### src/rtl/mmio_io_pkg.sv
// mmio_io_pkg: shared address-map constants and helpers for mmio_io_hub.
//   REGION_BIT      : addr bit selecting input (0) or output (1) region
//   IDX_HI/IDX_LO   : channel index field within addr
//   STATUS_IDX      : input-region index decoded as the sticky status register
//   clog2()         : ceiling log2, used to size the debounce counter
package mmio_io_pkg;

    localparam int unsigned REGION_BIT = 5;
    localparam int unsigned IDX_HI     = 4;
    localparam int unsigned IDX_LO     = 2;
    localparam logic [2:0]  STATUS_IDX = 3'd7;

    typedef enum logic {
        REG_IN  = 1'b0,
        REG_OUT = 1'b1
    } region_e;

    function automatic int unsigned clog2(input int unsigned v);
        int unsigned r;
        r = 0;
        for (int unsigned i = 0; i < 32; i++) begin
            if ((64'(1) << i) < 64'(v)) r = i + 1;
        end
        return r;
    endfunction

endpackage

### src/rtl/io_debounce.sv
// io_debounce: one input channel -- 2-flop synchroniser plus optional debounce.
// Optional feature macro: IO_DEBOUNCE_EN (defined = counter-based debounce,
// undefined = debounced value is the synchroniser output).
// Ports:
//   clock, rst : clock, asynchronous active-low reset
//   raw        : raw asynchronous input
//   deb        : debounced value
//   change     : high in the cycle before the edge on which deb changes
module io_debounce
    import mmio_io_pkg::*;
#(
    parameter int unsigned W            = 16,
    parameter int unsigned DEBOUNCE_CYC = 20000
) (
    input  logic         clock,
    input  logic         rst,
    input  logic [W-1:0] raw,
    output logic [W-1:0] deb,
    output logic         change
);

    // sync2 doubles as the "last-sampled" value compared against sync1
    logic [W-1:0] sync1;
    logic [W-1:0] sync2;

    always_ff @(posedge clock or negedge rst) begin
        if (!rst) begin
            sync1 <= '0;
            sync2 <= '0;
        end else begin
            sync1 <= raw;
            sync2 <= sync1;
        end
    end

`ifdef IO_DEBOUNCE_EN
    localparam int unsigned CNT_W =
        (clog2(DEBOUNCE_CYC) > 0) ? clog2(DEBOUNCE_CYC) : 1;
    localparam logic [CNT_W-1:0] CNT_END = CNT_W'(DEBOUNCE_CYC - 1);

    logic [CNT_W-1:0] cnt;
    logic [W-1:0]     deb_q;
    logic             hit;

    assign hit = (sync1 == sync2) && (cnt == CNT_END);

    always_ff @(posedge clock or negedge rst) begin
        if (!rst) begin
            cnt   <= '0;
            deb_q <= '0;
        end else if (sync1 != sync2) begin
            cnt <= '0;
        end else if (cnt == CNT_END) begin
            cnt   <= '0;
            deb_q <= sync2;
        end else if (cnt != '1) begin
            cnt <= cnt + 1'b1;
        end
    end

    assign deb    = deb_q;
    assign change = hit && (deb_q != sync2);
`else
    localparam int unsigned unused_cyc = DEBOUNCE_CYC;

    assign deb    = sync2;
    assign change = (sync1 != sync2);
`endif

endmodule

### src/rtl/mmio_io_hub.sv
// mmio_io_hub: memory-mapped switch/LED hub with sticky change status and irq.
// Optional feature macro: IO_DEBOUNCE_EN (enables debounce counters in io_debounce).
// Ports:
//   clock, rst        : clock, asynchronous active-low reset
//   io_cs, addr       : window select, byte offset (addr[5] region, addr[4:2] channel)
//   rd_en, wr_en      : read / write strobes (qualified by io_cs)
//   wr_be, wr_data    : byte enables and write data
//   rd_data, rd_valid : registered read data and its one-cycle valid pulse
//   addr_err          : one-cycle pulse after an access to an unmapped channel
//   sw_in             : raw inputs, channel k at [k*IN_W +: IN_W]
//   out_bus           : output registers, channel k at [k*OUT_W +: OUT_W]
//   irq               : OR of all status bits
module mmio_io_hub
    import mmio_io_pkg::*;
#(
    parameter int unsigned DATA_W       = 32,
    parameter int unsigned IN_W         = 16,
    parameter int unsigned OUT_W        = 16,
    parameter int unsigned N_IN         = 2,
    parameter int unsigned N_OUT        = 2,
    parameter int unsigned DEBOUNCE_CYC = 20000
) (
    input  logic                   clock,
    input  logic                   rst,
    input  logic                   io_cs,
    input  logic [5:0]             addr,
    input  logic                   rd_en,
    input  logic                   wr_en,
    input  logic [DATA_W/8-1:0]    wr_be,
    input  logic [DATA_W-1:0]      wr_data,
    output logic [DATA_W-1:0]      rd_data,
    output logic                   rd_valid,
    output logic                   addr_err,
    input  logic [N_IN*IN_W-1:0]   sw_in,
    output logic [N_OUT*OUT_W-1:0] out_bus,
    output logic                   irq
);

    logic [IN_W-1:0]  deb     [N_IN];
    logic [N_IN-1:0]  chg;
    logic [OUT_W-1:0] out_reg [N_OUT];
    logic [N_IN-1:0]  status;
    logic [N_IN-1:0]  clr;
    logic [DATA_W-1:0] lane_mask;
    logic [DATA_W-1:0] rd_val;
    logic              mapped;
    logic              rd_sel;
    logic              wr_sel;
    region_e           region;
    logic [2:0]        idx;
    logic              unused_ok;

    for (genvar k = 0; k < N_IN; k++) begin : g_in
        io_debounce #(
            .W            (IN_W),
            .DEBOUNCE_CYC (DEBOUNCE_CYC)
        ) u_deb (
            .clock  (clock),
            .rst    (rst),
            .raw    (sw_in[k*IN_W +: IN_W]),
            .deb    (deb[k]),
            .change (chg[k])
        );
    end

    for (genvar k = 0; k < N_OUT; k++) begin : g_out
        assign out_bus[k*OUT_W +: OUT_W] = out_reg[k];
    end

    assign rd_sel    = io_cs & rd_en;
    assign wr_sel    = io_cs & wr_en;
    assign region    = region_e'(addr[REGION_BIT]);
    assign idx       = addr[IDX_HI:IDX_LO];
    assign irq       = |status;
    assign unused_ok = ^{addr[1:0], wr_data, lane_mask, wr_be};

    // Status decode comes last so that with N_IN=8 it shadows channel 7
    always_comb begin
        mapped = 1'b0;
        rd_val = '0;
        for (int unsigned k = 0; k < N_OUT; k++) begin
            if (region == REG_OUT && idx == 3'(k)) begin
                mapped = 1'b1;
                rd_val = DATA_W'(out_reg[k]);
            end
        end
        for (int unsigned k = 0; k < N_IN; k++) begin
            if (region == REG_IN && idx == 3'(k)) begin
                mapped = 1'b1;
                rd_val = DATA_W'(deb[k]);
            end
        end
        if (region == REG_IN && idx == STATUS_IDX) begin
            mapped = 1'b1;
            rd_val = DATA_W'(status);
        end
    end

    always_comb begin
        lane_mask = '0;
        for (int unsigned i = 0; i < DATA_W; i++) begin
            lane_mask[i] = wr_be[i/8];
        end
    end

    always_comb begin
        clr = '0;
        if (wr_sel && region == REG_IN && idx == STATUS_IDX && wr_be[0]) begin
            clr = wr_data[N_IN-1:0];
        end
    end

    always_ff @(posedge clock or negedge rst) begin
        if (!rst) begin
            for (int unsigned k = 0; k < N_OUT; k++) out_reg[k] <= '0;
        end else if (wr_sel && region == REG_OUT) begin
            for (int unsigned k = 0; k < N_OUT; k++) begin
                if (idx == 3'(k)) begin
                    out_reg[k] <= (out_reg[k] & ~lane_mask[OUT_W-1:0])
                                | (wr_data[OUT_W-1:0] & lane_mask[OUT_W-1:0]);
                end
            end
        end
    end

    // Set has priority over write-1-to-clear
    always_ff @(posedge clock or negedge rst) begin
        if (!rst) status <= '0;
        else      status <= (status & ~clr) | chg;
    end

    always_ff @(posedge clock or negedge rst) begin
        if (!rst) begin
            rd_data  <= '0;
            rd_valid <= 1'b0;
            addr_err <= 1'b0;
        end else begin
            if (rd_sel) rd_data <= rd_val;
            rd_valid <= rd_sel;
            addr_err <= (rd_sel | wr_sel) & ~mapped;
        end
    end

endmodule

### config.mk
export PLATFORM = sky130hd
export DESIGN_NAME = mmio_io_hub
export DESIGN_NICKNAME = d
export VERILOG_FILES = /design/src/rtl/mmio_io_pkg.sv /design/src/rtl/io_debounce.sv /design/src/rtl/mmio_io_hub.sv
export SDC_FILE = /design/constraint.sdc
export NUM_CORES = 1
export LEC_CHECK = 0
export ABC_CLOCK_PERIOD_IN_PS = 1200
export BUFFER_PORTS_ARGS = -buffer_cell sky130_fd_sc_hd__buf_2
export CAP_MARGIN = 20
export CORE_ASPECT_RATIO = 1.5
export CORE_MARGIN = 1.5
export CORE_UTILIZATION = 30
export CTS_BUF_LIST = sky130_fd_sc_hd__clkbuf_4 sky130_fd_sc_hd__clkbuf_8 sky130_fd_sc_hd__clkbuf_16
export CTS_CLUSTER_SIZE = 40
export DETAILED_ROUTE_END_ITERATION = 8
export HOLD_SLACK_MARGIN = 0.03
export PLACE_DENSITY = 0.62
export REMOVE_ABC_BUFFERS = 1
export SETUP_SLACK_MARGIN = 0.2
export SLEW_MARGIN = 20
export SYNTH_ARGS = -nofsm -noshare
export SYNTH_HDL_FRONTEND = slang
export SYNTH_SLANG_ARGS = --single-unit
### constraint.sdc
create_clock -name clock -period 1.2 [get_ports clock]
set_clock_uncertainty 0.05 [all_clocks]
set_input_delay 0.24 -clock clock [delete_from_list [all_inputs] [get_ports clock]]
set_output_delay 0.24 -clock clock [all_outputs]
set_load 0.005 [all_outputs]
==> results.toml, run 1 <==
[worst_setup_path]
critPathSlowestCell = "dfrtp_1"
r2r_cells = 4
path_depth = 2
cp_slowest_stage_delay_ns = 0.37
reg2reg_to = "status[1]"
worstPathCellList = "or2_4 -> buf_6"
cp-endpoint = "irq"
cp.required_ns = 0.91
reg2reg_setup_slack_ns = -0.19
cp-end-kind = "primary output"
worstPathArrival_ns = 1.13
crit_family = "flip-flops"
worst-path-buf-inv = 1
start_kind = "register"
critical_path.startpoint = "status[1]"
worstSetupPathType = "register to primary output"
cp_max_fo = 2
reg2reg_from = "g_in[1].u_deb.deb[4]"

[final_layout]
area_growth_pct = 70.46
final_cell_mix = "dfrtp_1, buf_6, buf_2"
final_cell_area_um2 = 7637
nets = 621
post-route-util = 0.5233
antenna_cells = 0
drive_gt1_frac = 0.5784
final_common_cell = "dfrtp_1"
fill_cells = 1208

[die]
die_area_um2 = 15690
start_util = 0.3070
die_h_um = 152.7
die_w_um = 102.8
core_um2 = 14590
num_io_pins = 146
rows = 54

[pwr]
p_leak_uw = 0.003705
power.density_nw_per_um2 = 1513
ir_worst_vdd_mv = 0.8807
p_total_uw = 11560

[logic_synthesis]
synth_area_leaders = "dfrtp_1, mux2_2, mux4_2"
yosys.area.top_type = "dfrtp_1"
synth-seq-area-share = 0.6479
async_reset_ff_frac = 1.000
synth_top_area_share = 0.6479
yosys_most_used_dff = "dfrtp_1"
ys_ff_latch = 116
synth_cells = 274
synth_area_per_cell_um2 = 16.35
synth-edff-count = 0
synth_area_um2 = 4481
synth_cell_types = 37
synth.yosys.warnings = 0

[global_routing]
antenna_found_initial = 0
grt_overflow = 0
grt_pass1_wl_um = 19890
track_usage = 0.1731
grt_max_degree = 38
grt_pass1_vias = 3716

[clocking]
cts_made_buffers = 17
cts-root-buf = "clkbuf_16"
cts.sinks = 116
clkTransAtPathRegs_ns = 0.05
htreeDepth = 4
worstSkewPairLatency_ns = 0.40
clockBufferDepth = 2
cts_tree = "built"

[job]
cap_violations = 0

[routing]
drc = 0
final_antenna_net_count = 0
firstDrtPassIters = 4
drt_wl_total_um = 13160
vias = 3320
routed_via_density = 4.421
wl_per_cell_um = 17.52
drtIter0Drc = 135

[timing]
final.period_utilization = 1.185
finalHoldViolCount = 0
fmax_mhz = 703.1
final_max_slew_viol_count = 0
finalCriticalPeriod_ns = 1.422
hold_ws_ns = 0.04382
finalSetupViolCount = 56
fin_ws_ns = -0.2223
rsz0062_at_grt = "true"

[place]
io_buffers = 109
post_dp_cell_area_um2 = 5731
gp_congestion = 0.8556
dp_slack_ns = -0.3173
place_hpwl_um = 9106

[hold_path]
hold_class = "input port to register"

[status]
violations = "negative setup slack"
status = "complete, but fails checks"
area by class of cell:
type / count / area [um^2] / share of cell area
well taps: 196 / 245.2 / 0.03211
flip-flops and latches: 116 / 2903 / 0.3801
repair buffers: 258 / 2275 / 0.2978
inverters: 1 / 3.754 / 0.0004915
multi-input cells: 148 / 1595 / 0.2089
clock inverters: 10 / 127.6 / 0.01671
clock buffers: 22 / 488.0 / 0.06389
how the worst min path moves through the flow:
stage | to | startpoint | cells after the start | slack [ns]
CTS | register | wr_data[15] | 2 | 0.03
global placement | g_in[1].u_deb.sync1[14] | rst | 1 | 0.11
finish | register | wr_data[15] | 2 | 0.04
detailed placement | g_in[1].u_deb.sync1[10] | rst | 1 | 0.12
global route | register | wr_data[15] | 2 | 0.03
floorplan | async pin | rst | 0 | -0.11
cells by family (layout without fill, tap and decap cells):
group,after synthesis,after routing,share of synthesized area
simple gates,31,31,0.04887
buf+inv,25,291,0.04272
xor+xnor,32,32,0.06255
other cells,1,16,0.0008370
compound gates,21,21,0.03826
flops,116,116,0.6479
mux,48,48,0.1589
worst register-to-register path: stages (launching register included):
cell     delay, ns
dfrtp_1       0.39
xor2_1        0.18
nor4_2        0.41
buf_4         0.19
nand3_2       0.05
cells in the mapped netlist, types with 2 or more instances:
| library cell | n |
|---|---|
| xor2_1 | 16 |
| a211oi_1 | 2 |
| nor3_1 | 2 |
| nor4_1 | 4 |
| nor2_4 | 2 |
| mux2_2 | 31 |
| xnor2_1 | 16 |
| nand3_1 | 6 |
| nand4_1 | 4 |
| nor2_1 | 2 |
| dfrtp_1 | 116 |
| buf_2 | 3 |
| nand2_1 | 3 |
| a22o_1 | 14 |
| buf_6 | 3 |
| mux4_2 | 14 |
| buf_4 | 16 |
metal layers:
| layer | GRT usage | part of all wire | up-vias | routed length (um) |
|---|---|---|---|---|
| li1 | - | - | 1497 | - |
| met1 | 0.1894 | 0.37 | 1674 | 4901 |
| met2 | 0.3062 | 0.55 | 114 | 7175 |
| met3 | 0.04083 | 0.040 | 35 | 529 |
| met4 | 0.08559 | 0.042 | 0 | 549 |
| met5 | 0 | 0 | - | 0 |
metrics by stage:
step	std cells	TNS (ns)
floorplan	265	-3.583
global placement	640	-11.87
detailed placement	640	-12.77
CTS	738	-5.755
global route	751	-7.446
finish	751	-5.232
power breakdown:
part           switching [uW]  internal (uW)
logic                     664           1270
clock network            1700           3480
registers                 223           4210
what timing repair did:
| item | CTS | global route |
|---|---|---|
| setup endpoints to repair | 92 | 95 |
| buffers inserted | 28 | 13 |
| hold buffers | 38 | 0 |
| resized for setup | 88 | 42 |
| hold endpoints to repair | 137 | 0 |
| pin swaps | 29 | 6 |
(Power assumes the default switching activity.)
==> run 2, diff against run 1 <==
Settings changed: REMOVE_ABC_BUFFERS 1 to unset.
==> run 2 against run 1 <==
The run still ends with negative setup slack left. Sequential share of layout area shrank 0.76 points. First-iteration DRC count increased by 8.1%. Combinational power increased by 4%. Die area did not move. Routed wire length up 2.7%. Count of clock-buffer cells in the layout shrank 4. Critical path depth is the same. Global-route usage rose by 0.80 points. Cell count up 0.40%. Largest power group unchanged.
==> results.toml, run 2 (synthesized netlist as in run 1, its figures left out) <==
[status]
status = "complete, but fails checks"
violations = "negative setup slack"

[place]
post_dp_cell_area_um2 = 5786
dp_slack_ns = -0.3432
io_buffers = 109
gp_congestion = 0.7710
place_hpwl_um = 9041
dpl.cell_count = 633

[timing]
hold_ws_ns = 0.05444
finalSetupViolCount = 63
finalCriticalPeriod_ns = 1.473
fin_tns_setup_ns = -5.544
final.period_utilization = 1.227
fmax_mhz = 679.1
finalHoldViolCount = 0
final_max_slew_viol_count = 0
fin_ws_ns = -0.2726
rsz0062_at_grt = "true"

[worst_setup_path]
cp-endpoint = "irq"
start_kind = "register"
cp-end-kind = "primary output"
reg2reg_setup_slack_ns = -0.18
critical_path.startpoint = "status[0]"
worstPathArrival_ns = 1.18
cp_max_fo = 2
cp.required_ns = 0.91
critPathSlowestCell = "dfrtp_1"
worstPathCellList = "or2_4 -> buf_6"
reg2reg_to = "rd_data[4]"
cp_slowest_stage_delay_ns = 0.40
worstSetupPathType = "register to primary output"
r2r_cells = 3

[hold_path]
hold_class = "input port to register"

[final_layout]
area_growth_pct = 73.95
final_cells = 754
final_cell_mix = "dfrtp_1, buf_2, buf_6"
fill_cells = 1232
final_common_cell = "dfrtp_1"
nets = 623
final_cell_area_um2 = 7794
drive_gt1_frac = 0.5673
regArea_um2 = 2903
multi_input_area_um2 = 1659

[pwr]
ir_worst_vdd_mv = 0.8734
p_leak_uw = 0.003774
p_sw_frac = 0.2302
power_frac_seq = 0.368
power_frac_clock = 0.465
power.internal_uw = 9304
power.density_nw_per_um2 = 1551
power.switching_uw = 2783
p_comb_frac = 0.167

[routing]
wl_per_cell_um = 17.93
drt_wl_total_um = 13520
final_antenna_net_count = 0
vias = 3375
drtIter0Drc = 146
firstDrtPassIters = 4
routed_via_density = 4.476
drc = 0

[clocking]
htreeDepth = 4
clockBufferDepth = 2
worstSkewPairLatency_ns = 0.41
cts_made_buffers = 17
cts_tree = "built"
cts.sinks = 116
clkTransAtPathRegs_ns = 0.06
cts-root-buf = "clkbuf_16"

[global_routing]
grt_pass1_wl_um = 20770
grt_overflow = 0
track_usage = 0.1811
grt_max_degree = 38
antenna_found_initial = 1
grt_pass1_vias = 3794

[die]
rows = 54
core_um2 = 14590
die_w_um = 102.8
die_area_um2 = 15690
num_io_pins = 146
start_util = 0.3070
die_h_um = 152.7

[job]
cap_violations = 0
-- run 2: layer usage --
layer	GRT usage	wire length, um
met5	0	0
met4	0.06435	326
met3	0.05734	784
met2	0.3273	7394
met1	0.1935	5011
-- run 2: final cells by class --
| type | instances | share of cell area |
|---|---|---|
| timing repair buffer | 260 | 0.2968 |
| tap | 196 | 0.03147 |
| sequential | 116 | 0.3725 |
| clock buffer | 18 | 0.05635 |
| multi-input combinational | 148 | 0.2129 |
| inverter | 1 | 0.0004816 |
| antenna | 1 | 0.0003211 |
| clock inverter | 14 | 0.02922 |
-- run 2: worst min path at each step --
stage / cells after the start / from / to
2_1_floorplan: 0 / rst / async pin
3_3_place_gp: 1 / rst / async pin
3_5_place_dp: 1 / rst / async pin
4_1_cts: 2 / wr_data[12] / register
5_1_grt: 2 / wr_data[8] / register
6_report: 2 / wr_data[9] / register
-- run 2: critical path: cells and delay by family (launching register included) --
kind          cells  cell delay [ns]
simple gates      1             0.26
flops             1             0.40
buf+inv           1             0.11
-- run 2: power by group through the flow --
stage          registers [uW]  logic [uW]  clock network [uW]
4_1_cts                  4430        1890                5690
5_1_grt                  4470        2160                5910
2_1_floorplan            4460         510                   0
6_report                 4440        2020                5630
3_5_place_dp             4470        1290                   0
3_3_place_gp             4460        1260                   0
-- run 2: stage by stage --
stage          power, uW    util
2_1_floorplan       4970       -
3_3_place_gp        5718  0.3964
3_5_place_dp        5760  0.3964
4_1_cts            12010  0.5202
5_1_grt            12550  0.5340
6_report           12090  0.5340
-- run 2: repair_timing --
item,in CTS,in global routing
setup buffers,31,12
endpoints found under the setup margin,93,100
endpoints found under the hold margin,165,1
gates resized for setup,98,24
hold buffers,44,1
pin swaps,11,7
==> run 3, diff against run 2 <==
Settings changed: ABC_CLOCK_PERIOD_IN_PS 1200 to 1500, CTS_CLUSTER_DIAMETER set to 100, PLACE_DENSITY 0.62 to 0.6, SKIP_CTS_REPAIR_TIMING set to 1.
Clock period 1.2 ns to 1.5 ns, I/O delays scaled along.
==> run 3 against run 2 <==
Cell count decreased by 11%. Flip-flop and latch count unchanged. Combinational power decreased by 54%. Sequential share of layout area increased by 6.9 points. The flow still finishes with violations (negative setup slack). Setup slack improved by 0.26 ns. Register-to-register slack improved by 0.23 ns. Worst hold slack improved by 0.024 ns. Critical path type unchanged.
==> results.toml, run 3 (synthesized netlist as in run 1, its figures left out) <==
[status]
status = "complete, but fails checks"
violations = "negative setup slack"

[pwr]
p_sw_frac = 0.2197
power.density_nw_per_um2 = 1319
power.switching_uw = 1908
ir_worst_vdd_mv = 0.7216
power.internal_uw = 6777
power_frac_seq = 0.408
p_total_uw = 8684
p_comb_frac = 0.108
power_frac_clock = 0.484
p_leak_uw = 0.003172

[die]
num_io_pins = 146
die_h_um = 152.7
rows = 54
core_um2 = 14590
start_util = 0.3070
die_w_um = 102.8
die_area_um2 = 15690

[final_layout]
final_cells = 673
final_cell_mix = "dfrtp_1, buf_2, dlygate4sd3_1"
area_growth_pct = 46.91
fill_cells = 1360
final_common_cell = "dfrtp_1"
antenna_cells = 0
drive_gt1_frac = 0.5052
nets = 545

[clocking]
htreeDepth = 4
worstSkewPairLatency_ns = 0.40
clkTransAtPathRegs_ns = 0.05
cts.sinks = 116
clockBufferDepth = 2
cts_made_buffers = 17
cts_tree = "built"
cts-root-buf = "clkbuf_16"

[worst_setup_path]
cp_max_fo = 3
worstPathArrival_ns = 1.16
worstSetupPathType = "register to primary output"
cp-end-kind = "primary output"
start_kind = "register"
cp.required_ns = 1.15

[routing]
routed_via_density = 4.443
vias = 2990
drc = 0
final_antenna_net_count = 0
wl_per_cell_um = 16.93
drt_wl_total_um = 11390
drtIter0Drc = 105
firstDrtPassIters = 4

[global_routing]
grt_max_degree = 49
antenna_found_initial = 0
track_usage = 0.1538
grt_pass1_wl_um = 17520
grt_overflow = 0
grt_pass1_vias = 3079

[timing]
finalCriticalPeriod_ns = 1.514
finalSetupViolCount = 1
final_max_slew_viol_count = 0
fin_tns_setup_ns = -0.01447
final.period_utilization = 1.010
finalHoldViolCount = 0
hold_ws_ns = 0.07840
fin_ws_ns = -0.01447
rsz0062_at_grt = "true"
fmax_mhz = 660.3

[hold_path]
hold_class = "input port to register"

[place]
place_hpwl_um = 8203
dpl.cell_count = 602
gp_congestion = 0.7498
dp_slack_ns = -0.1126
io_buffers = 109

[job]
cap_violations = 0
[run 3: critical path, stage by stage (launching register included)]
cell	delay, ns
dfrtp_1	0.39
or2_4	0.26
buf_6	0.11
[run 3: path summary, 6_finish.rpt]
check	from	end	slack, ns	depth (start not counted)
worst min register to register	g_in[0].u_deb.sync1[11]	g_in[0].u_deb.deb[11]	0.33	0
min in group asynchronous	rst	g_in[0].u_deb.deb[8]	0.31	2
worst max register to register	register	rd_data[0]	0.05	3
worst min-delay path	wr_data[14]	register	0.08	2
max in group asynchronous	rst	async pin	0.50	3
worst max-delay path	status[1]	irq	-0.01	2
[run 3: layout make-up]
class / instances / area (um^2) / share of cell area
sequential: 116 / 2903 / 0.4410
multi-input combinational: 148 / 1490 / 0.2264
timing repair buffer: 182 / 1324 / 0.2011
clock buffer: 21 / 461.7 / 0.07014
tap: 196 / 245.2 / 0.03726
clock inverter: 9 / 155.1 / 0.02357
inverter: 1 / 3.754 / 0.0005702
[run 3: routing by layer]
metal  vias up  wire, um  track usage
met5         -         0            0
met4         0       154      0.05792
met3        10       482      0.03349
met2        97      6305       0.2662
met1      1538      4449       0.1842
li1       1345         -            -
[run 3: power groups by stage]
stage	Combinational [uW]	Sequential (uW)	Clock [uW]
floorplan	396	3570	0
global placement	814	3580	0
detailed placement	831	3590	0
CTS	835	3540	4300
global route	1030	3570	4460
finish	937	3540	4210
[run 3: metrics by stage]
step                instance area [um^2]    util
CTS                                 6128  0.4199
global placement                    5512  0.3777
detailed placement                  5512  0.3777
global route                        6583  0.4510
floorplan                           4571       -
finish                              6583  0.4510
